==> src/rtl/flex_stp_word_sr.sv <==
// Serial-to-parallel word assembler: accepts serial bits (minus stuffed ones),
// frames them into NUM_BITS words and hands each word off through a valid/ack holding register.
module flex_stp_word_sr #(
    parameter int NUM_BITS   = 8,
    parameter int SHIFT_MSB  = 1,
    parameter int RESET_ONES = 1
) (
    input  logic                            clk,
    input  logic                            rst,
    input  logic                            shift_enable,
    input  logic                            serial_in,
    input  logic                            bit_skip,
    input  logic                            clear,
    input  logic                            word_ack,
    output logic [NUM_BITS-1:0]             parallel_out,
    output logic                            word_valid,
    output logic                            overrun,
    output logic [$clog2(NUM_BITS+1)-1:0]   bit_count,
    output logic [NUM_BITS-1:0]             shift_state
);
    localparam int CW = $clog2(NUM_BITS+1);
    localparam logic [CW-1:0]       LAST_IDX = CW'(NUM_BITS - 1);
    localparam logic [NUM_BITS-1:0] RST_PAT  = (RESET_ONES != 0) ? {NUM_BITS{1'b1}} : {NUM_BITS{1'b0}};

    localparam logic [0:0] ST_ACCUM = 1'b0;
    localparam logic [0:0] ST_LAST  = 1'b1;

    logic [0:0]          state_q, state_d;
    logic [CW-1:0]       cnt_q, cnt_d, cnt_inc;
    logic [NUM_BITS-1:0] shift_q, shift_d, shifted;
    logic [NUM_BITS-1:0] pout_q, pout_d;
    logic                valid_q, valid_d;
    logic                ovr_q, ovr_d;
    logic                accept, complete;

    assign accept   = shift_enable & ~bit_skip & ~clear;
    assign complete = accept & (state_q == ST_LAST);
    assign cnt_inc  = cnt_q + CW'(1);

    always_comb begin
        if (SHIFT_MSB != 0) shifted = {shift_q[NUM_BITS-2:0], serial_in};
        else                shifted = {serial_in, shift_q[NUM_BITS-1:1]};
    end

    always_comb begin
        state_d = state_q;
        cnt_d   = cnt_q;
        shift_d = shift_q;
        pout_d  = pout_q;
        valid_d = valid_q;
        ovr_d   = ovr_q;
        if (clear) begin
            // realign framing; the holding register keeps its last word
            state_d = ST_ACCUM;
            cnt_d   = '0;
            shift_d = RST_PAT;
            valid_d = 1'b0;
            ovr_d   = 1'b0;
        end else begin
            if (accept) begin
                shift_d = shifted;
                if (state_q == ST_LAST) begin
                    state_d = ST_ACCUM;
                    cnt_d   = '0;
                    pout_d  = shifted;
                    valid_d = 1'b1;
                    if (valid_q && !word_ack) ovr_d = 1'b1;
                end else begin
                    cnt_d   = cnt_inc;
                    state_d = (cnt_inc == LAST_IDX) ? ST_LAST : ST_ACCUM;
                end
            end
            // a completing word wins over an ack of the previous one
            if (!complete && word_ack) valid_d = 1'b0;
        end
    end

    always_ff @(posedge clk or posedge rst) begin
        if (rst) begin
            state_q <= ST_ACCUM;
            cnt_q   <= '0;
            shift_q <= RST_PAT;
            pout_q  <= RST_PAT;
            valid_q <= 1'b0;
            ovr_q   <= 1'b0;
        end else begin
            state_q <= state_d;
            cnt_q   <= cnt_d;
            shift_q <= shift_d;
            pout_q  <= pout_d;
            valid_q <= valid_d;
            ovr_q   <= ovr_d;
        end
    end

    assign parallel_out = pout_q;
    assign word_valid   = valid_q;
    assign overrun      = ovr_q;
    assign bit_count    = cnt_q;
    assign shift_state  = shift_q;
endmodule

==> config.mk <==
export PLATFORM = sky130hd
export DESIGN_NAME = flex_stp_word_sr
export DESIGN_NICKNAME = d
export VERILOG_FILES = /design/src/rtl/flex_stp_word_sr.sv
export SDC_FILE = /design/constraint.sdc
export NUM_CORES = 1
export LEC_CHECK = 0
export CORE_MARGIN = 10
export CORE_UTILIZATION = 45
export CTS_CLUSTER_SIZE = 30
export DETAILED_ROUTE_END_ITERATION = 12
export GPL_ROUTABILITY_DRIVEN = 0
export PLACE_DENSITY_LB_ADDON = 0.05
export SLEW_MARGIN = 10
export SYNTH_ARGS = -nofsm -noshare
export SYNTH_HDL_FRONTEND = slang
export SYNTH_SLANG_ARGS = --single-unit
==> constraint.sdc <==
create_clock -name clk -period 1.46 [get_ports clk]
set_input_delay 0.292 -clock clk [delete_from_list [all_inputs] [get_ports clk]]
set_output_delay 0.292 -clock clk [all_outputs]
set_load 0.03 [all_outputs]
==> results.sh, run 1 <==
export IMPL_status="finished clean"
export IMPL_async_reset_ff_share_pct=100
export IMPL_path_class="flip-flop to output port"
export IMPL_drt_iter0_markers=20
export IMPL_port_buffer_count=28
export IMPL_routed_via_count=767
export IMPL_synth_nets=98
export IMPL_cp_arrival_ps=1090
export IMPL_wire_per_inst_um=13.7
export IMPL_crit_buf_inv=1
export IMPL_r2r_end="bit_count[1]"
export IMPL_fin_area_um2=1390
export IMPL_grt_pass1_wl_um=3660
export IMPL_yosys_top_cells_area="dfstp_2 40%, dfrtp_1 17%, mux2_4 11%"
export IMPL_dp_slack_ps=-207
export IMPL_rsz0062_at_grt="false"
export IMPL_peakVddDrop_uv=552
export IMPL_drv_slew=0
export IMPL_synthCells=89
export IMPL_cts_buffers_inserted=3
export IMPL_rows=17
export IMPL_synth_main_ff_cell="dfstp_2"
export IMPL_setup_viol=0
export IMPL_nets=139
export IMPL_dp_cells=153
export IMPL_yosysMostFrequentCell="nand2_1"
export IMPL_rr_startpoint="bit_count[0]"
export IMPL_cts_sinks=23
export IMPL_min_period_ps=1380
export IMPL_cp_required_ps=1170
export IMPL_cts_buffer_depth=2
export IMPL_worst_slew_pin_slew_ps=323
export IMPL_timing_final_ws_setup_ps=82.0
export IMPL_synth_edf_count=0
export IMPL_area_growth_pct=32.4
export IMPL_crit_chain="dlygate4sd2_1"
export IMPL_cts_tree="yes"
export IMPL_cts_hold_buf=0
export IMPL_place_area_um2=1380
export IMPL_slowest_delay_ps=410
export IMPL_seq_area_um2=596
export IMPL_antenna_found_initial=0
export IMPL_hpwl_um=1670
export IMPL_reg2reg_setup_slack_ps=90
export IMPL_grt_ovfl_total=0
export IMPL_grt_max_degree=24
export IMPL_dieWidth_um=68.2
export IMPL_die_height_um=68.2
export IMPL_synth_area_per_cell_um2=11.8
export IMPL_clock_latency_ps=300
export IMPL_ys_seq_elements=23
export IMPL_nFillCells=203
export IMPL_ios=29
export IMPL_path_delay_family="buffers and inverters"
export IMPL_multi_input_area_um2=404
export IMPL_worst_hold_slack_ps=297
export IMPL_worstPathMaxFanout=2
export IMPL_drc=0
export IMPL_yosys_warnings=0
export IMPL_skew_ps=0.611
export IMPL_synth_cell_area_um2=1050
export IMPL_dieArea_um2=4650
export IMPL_hold_violations=0
export IMPL_leakage_nw=0.684
export IMPL_cts_clk_slew_worst_paths_ps=120
export IMPL_routed_wl_um=2150
export IMPL_grt_usage_pct=10.1
export IMPL_ff2ff_path_depth=4
export IMPL_avgViaCountPerCell=4.89
export IMPL_period_share_pct=94.4
export IMPL_worst_path_stages=1
export IMPL_layout_drive_gt1_share_pct=46.5
export IMPL_yosysSeqAreaShare_pct=56.9
export IMPL_slew_limit_headroom_pct=78.6
export IMPL_max_cap_violations=0
export IMPL_ys_types=26
export IMPL_diodes=0
export IMPL_endpoint_kind="output port"
export IMPL_htreeDepth=1
export IMPL_min_path_type="input pin to asynchronous set/reset pin"
export IMPL_yosys_area_top_type="dfstp_2"
export IMPL_firstDrtPassIters=4
export IMPL_grt_pass1_vias=810
export IMPL_synth_top_area_share_pct=40.2
export IMPL_p_per_area_nw_per_um2=817
export IMPL_ant_nets=0
export IMPL_slowest_stage="dlygate4sd2_1"
export IMPL_yosys_top_cells_count="19 x nand2_1, 16 x dfstp_2, 10 x nand3_1"
export IMPL_fmax_ghz=0.726
export IMPL_start_util_pct=47.3
export IMPL_final_cells=157
export IMPL_core_area_um2=2210
export IMPL_cp_start_kind="flip-flop"
export IMPL_clockRootBuffer="clkbuf_4"
-- layout make-up --
class | count | area share (%)
clock buffers | 3 | 1.63
clock inverters | 1 | 0.361
inverters | 3 | 0.813
multi-input cells | 59 | 29.2
flip-flops and latches | 23 | 43.0
well taps | 28 | 2.53
repair buffers | 40 | 22.5
-- where the power goes --
group | switching (mW) | total (mW) | internal [mW]
clock | 0.185 | 0.288 | 0.102
sequential | 0.0170 | 0.683 | 0.666
combinational | 0.0911 | 0.161 | 0.0695
total | 0.293 | 1.13 | 0.838
-- per-stage QoR --
step | power (mW) | setup TNS [ps] | util (%)
6_report | 1.13 | 0 | 62.6
5_1_grt | 1.20 | 0 | 62.6
4_1_cts | 1.15 | 0 | 63.2
3_5_place_dp | 0.860 | -1920 | 62.2
3_3_place_gp | 0.856 | -1730 | 62.2
2_1_floorplan | 0.779 | 0 | -
-- cells in the final DEF (no fill, tap or decap) --
master and count:
xor2_1 2, clkdlybuf4s50_1 6, a21o_1 1, mux2_4 8
nand2b_1 1, buf_4 28, dfrtp_1 7, dfstp_2 16
o21ai_0 1, and4_1 1, nor3b_1 1, or3_1 1
clkbuf_2 3, clkinv_2 1, nand3b_1 1, nor2_1 2
nor2b_1 2, nand2_1 19, inv_1 3, and3_4 1
clkbuf_4 3, ha_1 2, nand3_1 10, a21oi_1 3
o41ai_1 1, a32o_1 1, dlygate4sd2_1 3, a31oi_1 1
-- cells by family after synthesis --
family | count (synthesis) | synth area share [%]
AO/OA/AOI/OAI | 8 | 5.02
XOR/XNOR | 2 | 1.67
adder cells (fa/ha/maj) | 2 | 2.39
buffers and inverters | 7 | 4.42
flip-flops | 23 | 56.9
multiplexers | 8 | 11.5
AND/OR/NAND/NOR | 39 | 18.1
-- sequential cells by signal (all words and copies together), names as in the netlist --
signal,count
state_q,1
overrun,1
word_valid,1
shift_state,8
parallel_out,8
bit_count,4
-- repair_timing --
action,4_1_cts,5_1_grt
pin swaps,0,0
endpoints found under the setup margin,6,3
resized for setup,8,4
setup buffers,0,0
-- worst max path at each step --
stage,startpoint,endpoint,slack [ps]
final,bit_count[2],bit_count[2],80
after global routing,bit_count[0],bit_count[1],20
after CTS,bit_count[1],bit_count[1],10
after detailed placement,shift_enable,parallel_out[3],-210
after global placement,shift_enable,parallel_out[7],-170
after floorplan,bit_count[0],bit_count[1],5
-- per-layer routing --
layer | vias to the layer above | wire length, µm | track usage [%]
li1 | 381 | - | -
met1 | 364 | 992 | 12.5
met2 | 20 | 959 | 15.5
met3 | 2 | 180 | 3.75
met4 | 0 | 19 | 4.52
met5 | - | 0 | 0
Power figures use the tool's default switching activity.
==> inputs of run 2 (changes only) <==
--- a/config.mk
+++ b/config.mk
@@ -5,12 +5,14 @@
 export SDC_FILE = /design/constraint.sdc
 export NUM_CORES = 1
 export LEC_CHECK = 0
+export CAP_MARGIN = 30
 export CORE_MARGIN = 10
 export CORE_UTILIZATION = 45
+export CTS_BUF_LIST = sky130_fd_sc_hd__clkbuf_4 sky130_fd_sc_hd__clkbuf_8 sky130_fd_sc_hd__clkbuf_16
 export CTS_CLUSTER_SIZE = 30
 export DETAILED_ROUTE_END_ITERATION = 12
 export GPL_ROUTABILITY_DRIVEN = 0
-export PLACE_DENSITY_LB_ADDON = 0.05
+export PLACE_DENSITY_LB_ADDON = 0.25
 export SLEW_MARGIN = 10
 export SYNTH_ARGS = -nofsm -noshare
 export SYNTH_HDL_FRONTEND = slang
==> run 2 against run 1 <==
Effect of this change:
- global-route usage is 0.067 points higher
- register-to-register slack better by 40 ps
- final cell count stayed put
- combinational power hardly changed
- sequential share of layout area is 0.15 points lower
- non-clock buffer count stayed put
- power is 0.32% higher
- critical path depth stayed put
- clock power hardly changed
- fmax is 0.46% lower
==> results.sh, run 2 (same netlist as run 1, synthesis figures left out) <==
export IMPL_status="finished clean"
export IMPL_crit_buf_inv=1
export IMPL_switching_share_pct=26.2
export IMPL_path_class="flip-flop to output port"
export IMPL_wire_per_inst_um=14.2
export IMPL_final_cells=157
export IMPL_cts_clk_slew_worst_paths_ps=130
export IMPL_start_util_pct=47.3
export IMPL_reg2reg_setup_slack_ps=130
export IMPL_drt_iter0_markers=33
export IMPL_cts_buffer_depth=2
export IMPL_area_growth_pct=32.9
export IMPL_layout_common_cells="28 x buf_4, 19 x nand2_1, 16 x dfstp_2"
export IMPL_cp_required_ps=1170
export IMPL_nFillCells=199
export IMPL_grt_pass1_vias=793
export IMPL_endpoint_kind="output port"
export IMPL_grt_max_degree=24
export IMPL_final_common_cell="buf_4"
export IMPL_dp_cells=152
export IMPL_slowest_stage="dlygate4sd2_1"
export IMPL_core_area_um2=2210
export IMPL_antenna_found_initial=0
export IMPL_routed_wl_um=2240
export IMPL_cp_arrival_ps=1090
export IMPL_setup_viol=0
export IMPL_worst_path_stages=1
export IMPL_min_path_type="input pin to asynchronous set/reset pin"
export IMPL_ff2ff_path_depth=4
export IMPL_routed_via_count=767
export IMPL_fin_area_um2=1390
export IMPL_peakVddDrop_uv=582
export IMPL_p_int_mw=0.838
export IMPL_ant_nets=0
export IMPL_clockRootBuffer="clkbuf_4"
export IMPL_fmax_ghz=0.722
export IMPL_ios=29
export IMPL_dp_slack_ps=-243
export IMPL_rsz0062_at_grt="false"
export IMPL_cts_hold_buf=0
export IMPL_dieWidth_um=68.2
export IMPL_p_per_area_nw_per_um2=816
export IMPL_rows=17
export IMPL_crit_chain="dlygate4sd2_1"
export IMPL_seqPwrFrac_pct=60.1
export IMPL_skew_ps=7.19
export IMPL_clock_latency_ps=310
export IMPL_grt_ovfl_total=0
export IMPL_layout_drive_gt1_share_pct=45.7
export IMPL_avgViaCountPerCell=4.89
export IMPL_die_height_um=68.2
export IMPL_worst_slew_pin_slew_ps=310
export IMPL_leakage_nw=0.684
export IMPL_diodes=0
export IMPL_cts_buffers_inserted=3
export IMPL_period_share_pct=94.8
export IMPL_worstPathMaxFanout=2
export IMPL_drv_slew=0
export IMPL_p_sw_mw=0.297
export IMPL_hpwl_um=1750
export IMPL_p_comb_share_pct=14.3
export IMPL_grt_pass1_wl_um=3680
export IMPL_pwr_share_clk_pct=25.5
export IMPL_slew_limit_headroom_pct=79.1
export IMPL_path_delay_family="buffers and inverters"
export IMPL_grt_usage_pct=10.2
export IMPL_slowest_delay_ps=410
export IMPL_firstDrtPassIters=4
export IMPL_timing_final_ws_setup_ps=75.7
export IMPL_max_cap_violations=0
export IMPL_min_period_ps=1380
export IMPL_place_area_um2=1370
export IMPL_dieArea_um2=4650
export IMPL_htreeDepth=1
export IMPL_cp_start_kind="flip-flop"
export IMPL_hold_violations=0
export IMPL_port_buffer_count=28
export IMPL_nets=139
export IMPL_drc=0
export IMPL_cts_sinks=23
export IMPL_cts_tree="yes"
## run 2: layout make-up
type,count,area (µm²),area share [%]
flip-flops and latches,23,596,42.8
well taps,28,35.0,2.52
clock buffers,3,22.5,1.62
clock inverters,1,5.00,0.360
multi-input cells,59,404,29.1
repair buffers,40,317,22.8
inverters,3,11.3,0.810
## run 2: path summary, 6_finish.rpt
| kind | startpoint | end |
|---|---|---|
| setup / recovery | overrun | overrun |
| hold / removal | rst | overrun |
| setup reg to reg | bit_count[0] | bit_count[1] |
| hold reg to reg | shift_state[7] | shift_state[7] |
| max in group asynchronous | rst | parallel_out[0] |
| min in group clk | shift_state[7] | shift_state[7] |
## run 2: metal layers
layer  part of all wire (%)  global-route usage [%]
met2                     49                    16.3
met5                      0                       0
met1                     41                    12.3
met4                    1.3                    3.77
met3                    7.9                    3.75
## run 2: power by group through the flow
stage | Combinational [mW] | Sequential [mW] | Clock, mW
floorplan | 0.0539 | 0.725 | 0
CTS | 0.164 | 0.683 | 0.303
finish | 0.162 | 0.682 | 0.290
detailed placement | 0.165 | 0.693 | 0
global route | 0.181 | 0.687 | 0.328
global placement | 0.162 | 0.692 | 0
## run 2: through the flow
stage,util [%],TNS [ps],hold WS [ps],total power [mW]
after floorplan,-,0,282,0.779
after global placement,61.9,-1710,486,0.854
after detailed placement,61.9,-2150,485,0.859
after CTS,62.8,0,305,1.15
after global routing,62.8,0,313,1.20
final,62.8,0,298,1.13
## run 2: what timing repair did
item / CTS / global route
buffers inserted: 0 / 1
gates resized for setup: 7 / 4
setup endpoints to repair: 6 / 4
pin swaps: 0 / 0
gates cloned: 0 / 0
==> inputs of run 3 (changes only) <==
--- a/config.mk
+++ b/config.mk
@@ -9,6 +9,7 @@
 export CORE_MARGIN = 10
 export CORE_UTILIZATION = 45
 export CTS_BUF_LIST = sky130_fd_sc_hd__clkbuf_4 sky130_fd_sc_hd__clkbuf_8 sky130_fd_sc_hd__clkbuf_16
+export CTS_CLUSTER_DIAMETER = 120
 export CTS_CLUSTER_SIZE = 30
 export DETAILED_ROUTE_END_ITERATION = 12
 export GPL_ROUTABILITY_DRIVEN = 0
==> results of run 3 <==
Final layout, timing and power as in run 2 (identical DEF).
